<file path="src/rtl/alu_multicycle_scheduler.sv">
// Multi-cycle execute sequencer for the EX stage: issues work to the pipelined
// multiplier or the FP adder, stalls the pipeline while the unit is busy, and
// presents the captured result for exactly one cycle.
module alu_multicycle_scheduler #(
    parameter int unsigned MUL_LAT = 3,
    parameter int unsigned FPU_LAT = 4
) (
    input  logic        clk,
    input  logic        rst,
    input  logic        ex_valid,
    input  logic [5:0]  ALU_operation,
    input  logic [31:0] rs1_data,
    input  logic [31:0] rs2_data,
    input  logic        flush,
    output logic        mul_start,
    output logic [1:0]  mul_func,
    output logic [31:0] mul_a,
    output logic [31:0] mul_b,
    input  logic [31:0] mul_result,
    output logic        fpu_start,
    output logic        fpu_sub,
    output logic [31:0] fpu_a,
    output logic [31:0] fpu_b,
    input  logic [31:0] fpu_result,
    output logic        ex_stall,
    output logic        mc_result_valid,
    output logic [31:0] mc_result,
    output logic        busy
);

    typedef enum logic [1:0] {IDLE, MUL_WAIT, FPU_WAIT, DONE} state_t;

    localparam logic [3:0] MUL_LAT_C = 4'(MUL_LAT);
    localparam logic [3:0] FPU_LAT_C = 4'(FPU_LAT);

    state_t      state_q, state_d;
    logic [3:0]  cnt_q, cnt_d;
    logic        mul_start_q, mul_start_d;
    logic [1:0]  mul_func_q, mul_func_d;
    logic [31:0] mul_a_q, mul_a_d;
    logic [31:0] mul_b_q, mul_b_d;
    logic        fpu_start_q, fpu_start_d;
    logic        fpu_sub_q, fpu_sub_d;
    logic [31:0] fpu_a_q, fpu_a_d;
    logic [31:0] fpu_b_q, fpu_b_d;
    logic [31:0] mc_result_q, mc_result_d;
    logic        mc_result_valid_q, mc_result_valid_d;

    logic is_mul, is_fp, issue_mul, issue_fp;

    // Decode the op class; 6'b11_1111 and everything else outside these is single-cycle.
    always_comb begin
        is_mul    = (ALU_operation[5:4] == 2'b01);
        is_fp     = (ALU_operation[5:1] == 5'b11000);
        issue_mul = ex_valid & is_mul & ~flush;
        issue_fp  = ex_valid & is_fp & ~flush;
    end

    // Next-state logic: issue from IDLE, count down the unit latency, capture, then one DONE cycle.
    always_comb begin
        state_d           = state_q;
        cnt_d             = cnt_q;
        mul_start_d       = 1'b0;
        mul_func_d        = mul_func_q;
        mul_a_d           = mul_a_q;
        mul_b_d           = mul_b_q;
        fpu_start_d       = 1'b0;
        fpu_sub_d         = fpu_sub_q;
        fpu_a_d           = fpu_a_q;
        fpu_b_d           = fpu_b_q;
        mc_result_d       = mc_result_q;
        mc_result_valid_d = 1'b0;
        if (flush) begin
            state_d = IDLE;
            cnt_d   = 4'd0;
        end else begin
            case (state_q)
                IDLE: begin
                    if (issue_mul) begin
                        mul_a_d     = rs1_data;
                        mul_b_d     = rs2_data;
                        mul_func_d  = ALU_operation[1:0];
                        mul_start_d = 1'b1;
                        cnt_d       = MUL_LAT_C;
                        state_d     = MUL_WAIT;
                    end else if (issue_fp) begin
                        fpu_a_d     = rs1_data;
                        fpu_b_d     = rs2_data;
                        fpu_sub_d   = ALU_operation[0];
                        fpu_start_d = 1'b1;
                        cnt_d       = FPU_LAT_C;
                        state_d     = FPU_WAIT;
                    end
                end
                MUL_WAIT: begin
                    if (cnt_q == 4'd0) begin
                        mc_result_d       = mul_result;
                        mc_result_valid_d = 1'b1;
                        state_d           = DONE;
                    end else begin
                        cnt_d = cnt_q - 4'd1;
                    end
                end
                FPU_WAIT: begin
                    if (cnt_q == 4'd0) begin
                        mc_result_d       = fpu_result;
                        mc_result_valid_d = 1'b1;
                        state_d           = DONE;
                    end else begin
                        cnt_d = cnt_q - 4'd1;
                    end
                end
                default: begin
                    state_d = IDLE;
                end
            endcase
        end
    end

    // Stall is combinational so the issuing instruction is held in the very cycle it is decoded.
    always_comb begin
        ex_stall = 1'b0;
        case (state_q)
            IDLE:     ex_stall = ex_valid & (is_mul | is_fp) & ~flush;
            MUL_WAIT: ex_stall = 1'b1;
            FPU_WAIT: ex_stall = 1'b1;
            default:  ex_stall = 1'b0;
        endcase
    end

    // State and datapath registers with synchronous reset.
    always_ff @(posedge clk) begin
        if (rst) begin
            state_q           <= IDLE;
            cnt_q             <= 4'd0;
            mul_start_q       <= 1'b0;
            mul_func_q        <= 2'd0;
            mul_a_q           <= 32'd0;
            mul_b_q           <= 32'd0;
            fpu_start_q       <= 1'b0;
            fpu_sub_q         <= 1'b0;
            fpu_a_q           <= 32'd0;
            fpu_b_q           <= 32'd0;
            mc_result_q       <= 32'd0;
            mc_result_valid_q <= 1'b0;
        end else begin
            state_q           <= state_d;
            cnt_q             <= cnt_d;
            mul_start_q       <= mul_start_d;
            mul_func_q        <= mul_func_d;
            mul_a_q           <= mul_a_d;
            mul_b_q           <= mul_b_d;
            fpu_start_q       <= fpu_start_d;
            fpu_sub_q         <= fpu_sub_d;
            fpu_a_q           <= fpu_a_d;
            fpu_b_q           <= fpu_b_d;
            mc_result_q       <= mc_result_d;
            mc_result_valid_q <= mc_result_valid_d;
        end
    end

    assign mul_start       = mul_start_q;
    assign mul_func        = mul_func_q;
    assign mul_a           = mul_a_q;
    assign mul_b           = mul_b_q;
    assign fpu_start       = fpu_start_q;
    assign fpu_sub         = fpu_sub_q;
    assign fpu_a           = fpu_a_q;
    assign fpu_b           = fpu_b_q;
    assign mc_result       = mc_result_q;
    assign mc_result_valid = mc_result_valid_q;
    assign busy            = (state_q != IDLE);

endmodule

</file>
<file path="config.mk">
export PLATFORM = sky130hd
export DESIGN_NAME = alu_multicycle_scheduler
export DESIGN_NICKNAME = d
export VERILOG_FILES = /design/src/rtl/alu_multicycle_scheduler.sv
export SDC_FILE = /design/constraint.sdc
export NUM_CORES = 1
export LEC_CHECK = 0
export ABC_AREA = 1
export BUFFER_PORTS_ARGS = -buffer_cell sky130_fd_sc_hd__clkbuf_2
export CAP_MARGIN = 20
export CORE_ASPECT_RATIO = 0.9
export CORE_MARGIN = 8
export CORE_UTILIZATION = 46
export CTS_CLUSTER_SIZE = 8
export DETAILED_ROUTE_END_ITERATION = 7
export GPL_ROUTABILITY_DRIVEN = 0
export GPL_TIMING_DRIVEN = 0
export PLACE_DENSITY = 0.79
export REMOVE_ABC_BUFFERS = 1
export SLEW_MARGIN = 15
export SYNTH_ARGS = -nofsm -noshare
export SYNTH_HDL_FRONTEND = slang
export SYNTH_SLANG_ARGS = --single-unit
</file>
<file path="constraint.sdc">
create_clock -name clk -period 1.8 [get_ports clk]
set_input_delay 0.09 -clock clk [delete_from_list [all_inputs] [get_ports clk]]
set_output_delay 0.09 -clock clk [all_outputs]
set_load 0.005 [all_outputs]
</file>
==> qor.tcl <==
set qor(mappedNetlistArea_um2) 6510
set qor(initialDrtViolationCount) 653
set qor(cts_tree) {built}
set qor(max_slew_headroom_pct) 64.3
set qor(power.switching_mw) 2.31
set qor(clk_transition_reported_paths_ns) 0.06
set qor(yosys_warnings) 0
set qor(power.density_cell_area_nw_per_um2) 856
set qor(total_detailed_routing_wirelength_um) 27600
set qor(die_area_um2) 18200
set qor(dpl.cell_count) 1261
set qor(power_frac_seq_pct) 45.8
set qor(floorplan.die.width_um) 141
set qor(wire_per_inst_um) 19.3
set qor(final_nets) 1367
set qor(clock_skews_ns) 0.0103
set qor(hold_viol_final) 0
set qor(synth_sequential_area_ratio_pct) 52.9
set qor(dpl.hpwl_um) 15200
set qor(synthDominantAreaCellType) {sky130_fd_sc_hd__dfxtp_1}
set qor(final_total_negative_setup_slack_ns) -0.0128
set qor(fillCellCount) 930
set qor(postPlaceCellArea_um2) 8110
set qor(cts.sinks) 172
set qor(drc) 0
set qor(rr_endpoint) {mc_result[29]$_SDFFE_PP0P_}
set qor(worst_path_largest_cell_delay_ns) 0.59
set qor(worst-setup-path-type) {reg -> reg}
set qor(clock_tree.buffer_depth) 2
set qor(finalPower_mw) 8.72
set qor(worstMarginPinSlew_ns) 0.532
set qor(final_antenna_violating_net_count) 0
set qor(routed_via_density) 5.28
set qor(clock_tree.root_cell) {sky130_fd_sc_hd__clkbuf_16}
set qor(critical_path_buf_inv_count) 3
set qor(dp_slack_ns) -0.642
set qor(min_period_ns) 1.81
set qor(area.growth.synth_to_final_pct) 56.4
set qor(wire_length_of_the_first_global_routing_pass_um) 40800
set qor(violated_checks) {negative setup slack}
set qor(synth_area_per_cell_um2) 8.00
set qor(ys_ff_latch) 172
set qor(synth_cell_type_count) 21
set qor(crit_arrival_ns) 2.12
set qor(io_buffer_count) 305
set qor(drive_above_1_share_pct) 30.7
set qor(power.share.switching_pct) 26.5
set qor(min_period_over_period_pct) 101
set qor(hold_path.startpoint) {mul_result[1]}
set qor(critical_path.top_delay_family) {buffers and inverters}
set qor(grt_resource_usage_total_pct) 28.2
set qor(cp_slowest_cell) {sky130_fd_sc_hd__dlygate4sd3_1}
set qor(setup_slack_ns) -0.0128
set qor(htreeDepth) 4
set qor(cp_data_required_time_ns) 2.11
set qor(antenna_found_initial) 1
set qor(ff2ff_path_depth) 6
set qor(multi_input_comb_area_um2) 2730
set qor(row_count) 41
set qor(hold_ws_ns) 0.0536
set qor(syn_inst) 813
set qor(max_cap_viol_count) 0
set qor(ir_drop_uv) 673
set qor(cp-start-kind) {register}
set qor(drt_pass1_iterations) 6
set qor(synth_top_cell_area_share_pct) 52.9
set qor(regToRegStartpoint) {state_q[0]$_SDFFE_PP0P_}
set qor(hold_path_class) {in -> reg}
set qor(combinationalPowerShare_pct) 12.4
set qor(crit_path_cell_trace) {inv_2 -> ha_4 -> buf_4 -> mux2i_1 -> dlygate4sd3_1 -> a21oi_1}
set qor(tritoncts.num_buffers) 17
set qor(layout.area.seq_um2) 3450
set qor(timing.critical_path.to_type) {register}
set qor(grt_pass1_vias) 7482
set qor(via_count) 7573
set qor(die_h_um) 129
set qor(worst_skew_pair.late_latency_ns) 0.43
set qor(reg2reg_slack_ns) -0.01
set qor(whs_path_depth) 3
set qor(outcome) {complete, but fails checks}
set qor(finalSetupViolations) 1
set qor(layout.core_utilization_pct) 73.2
set qor(postLayoutCellArea_um2) 10200
set qor(power.internal_mw) 6.41
set qor(yosys-top-cells-area) {sky130_fd_sc_hd__dfxtp_1 53%, sky130_fd_sc_hd__nor2_1 16%, sky130_fd_sc_hd__o21ai_1 6.5%, sky130_fd_sc_hd__o21ai_0 6.3%, sky130_fd_sc_hd__mux2i_1 4.9%}
set qor(hold_end) {mc_result[1]$_SDFFE_PP0P_}
set qor(boundaryPins) 306
set qor(residual_overflow_from_global_routing) 0
set qor(floorplan.core_area_um2) 13900
set qor(worst-path-max-fanout) 5
set qor(clock_power_share_pct) 41.8
set qor(pin_count_of_the_biggest_net_entering_global_routing) 91
set qor(floorplan.initialDensity_pct) 46.8
set qor(max_freq_mhz) 552
set qor(static-leakage-power_nw) 5.02
set qor(stdcell_count) 1433
set qor(final-max-slew-violation-count) 0
-- flip-flops by register name, indices dropped and copies added, names as in the netlist --
register / cells
mul_a: 32
mul_func: 2
cnt_q: 4
fpu_a: 32
mul_b: 32
fpu_sub: 1
mul_start: 1
mc_result: 32
fpu_start: 1
mc_result_valid: 1
fpu_b: 32
state_q: 2
-- tightest hold or removal path: cells and delay by family --
| family | cells | cell delay [ns] |
|---|---|---|
| buffers and inverters | 1 | 0.07 |
| multiplexers | 1 | 0.10 |
| AO/OA/AOI/OAI | 1 | 0.17 |
-- placed cells by master, fill, tap and decap left out, types with 2 or more instances in the layout --
cell                            count
sky130_fd_sc_hd__dfxtp_1          170
sky130_fd_sc_hd__dfxtp_2            2
sky130_fd_sc_hd__nand3_1            9
sky130_fd_sc_hd__buf_12             5
sky130_fd_sc_hd__buf_4             11
sky130_fd_sc_hd__inv_1             13
sky130_fd_sc_hd__clkbuf_2         305
sky130_fd_sc_hd__o21ai_0           81
sky130_fd_sc_hd__mux2i_1           32
sky130_fd_sc_hd__o21ai_1           86
sky130_fd_sc_hd__a21oi_1           39
sky130_fd_sc_hd__diode_2            3
sky130_fd_sc_hd__nor2_1           275
sky130_fd_sc_hd__inv_6              5
sky130_fd_sc_hd__dlygate4sd3_1    122
sky130_fd_sc_hd__ha_4               3
sky130_fd_sc_hd__buf_16             2
sky130_fd_sc_hd__ha_1               2
sky130_fd_sc_hd__nor2_4             3
sky130_fd_sc_hd__clkbuf_16         19
sky130_fd_sc_hd__clkinv_8           2
sky130_fd_sc_hd__nand2_1           24
sky130_fd_sc_hd__clkinv_4           6
sky130_fd_sc_hd__inv_2              6
-- worst max-delay path by stage --
stage,startpoint,endpoint,slack (ns),cells after the start
2_1_floorplan,state_q[0]$_SDFFE_PP0P_,mc_result[0]$_SDFFE_PP0P_,-1.64,6
3_3_place_gp,state_q[0]$_SDFFE_PP0P_,fpu_b[26]$_SDFFE_PP0P_,-3.15,7
3_5_place_dp,state_q[0]$_SDFFE_PP0P_,mul_a[20]$_SDFFE_PP0P_,-0.64,8
4_1_cts,state_q[1]$_SDFFE_PP0P_,ex_stall,0.002,7
5_1_grt,flush,fpu_b[11]$_SDFFE_PP0P_,-0.03,11
6_report,state_q[0]$_SDFFE_PP0P_,mc_result[29]$_SDFFE_PP0P_,-0.01,6
-- cell families after synthesis --
| family | share of synthesized area, % |
|---|---|
| buffers and inverters | 6.31 |
| and+or+nand+nor | 19.1 |
| muxes | 4.92 |
| adders and majority gates | 0.961 |
| AOI/OAI and AO/OA | 15.8 |
| DFF | 52.9 |
-- metal layers --
metal,vias up,GRT usage (%),share of wire (%)
met4,0,11.6,3.1
met3,72,10.2,11
met1,3506,31.2,37
met2,509,48.6,49
met5,-,0,0
li1,3486,-,-
-- cells in the mapped netlist --
cell,count
sky130_fd_sc_hd__nor2_1,276
sky130_fd_sc_hd__dfxtp_1,172
sky130_fd_sc_hd__o21ai_1,85
sky130_fd_sc_hd__o21ai_0,82
sky130_fd_sc_hd__a21oi_1,39
sky130_fd_sc_hd__mux2i_1,32
sky130_fd_sc_hd__clkbuf_1,26
sky130_fd_sc_hd__nand2_1,24
sky130_fd_sc_hd__buf_2,19
sky130_fd_sc_hd__inv_1,18
sky130_fd_sc_hd__buf_6,12
sky130_fd_sc_hd__nand3_1,11
sky130_fd_sc_hd__ha_1,5
sky130_fd_sc_hd__inv_2,4
sky130_fd_sc_hd__nor2_2,2
sky130_fd_sc_hd__nand2_2,1
sky130_fd_sc_hd__nand4_1,1
sky130_fd_sc_hd__nor3_1,1
sky130_fd_sc_hd__nor3_4,1
sky130_fd_sc_hd__nor4_1,1
sky130_fd_sc_hd__or2_2,1
-- power by group through the flow --
stage | logic, mW | clock network (mW) | registers, mW
finish | 1.08 | 3.65 | 3.99
global route | 1.16 | 3.86 | 4.00
CTS | 0.987 | 3.67 | 3.98
detailed placement | 0.738 | 0 | 4.06
global placement | 0.712 | 0 | 4.05
floorplan | 0.320 | 0 | 4.07
-- cell type report --
cell class                 count  share of cell area, %
antenna                        3                 0.0737
multi-input combinational    563                   26.8
clock buffer                  17                   4.18
inverter                      22                   1.14
sequential                   172                   33.8
timing repair buffer         448                   29.9
clock inverter                15                   1.60
tap                          193                   2.37
-- repair_timing --
action	CTS	global route
gates resized for setup	13	15
endpoints found under the hold margin	161	1
hold buffers	123	1
setup buffers	2	9
endpoints found under the setup margin	165	108
cloned	1	2
pin swaps	2	3
Power figures use the tool's default switching activity.
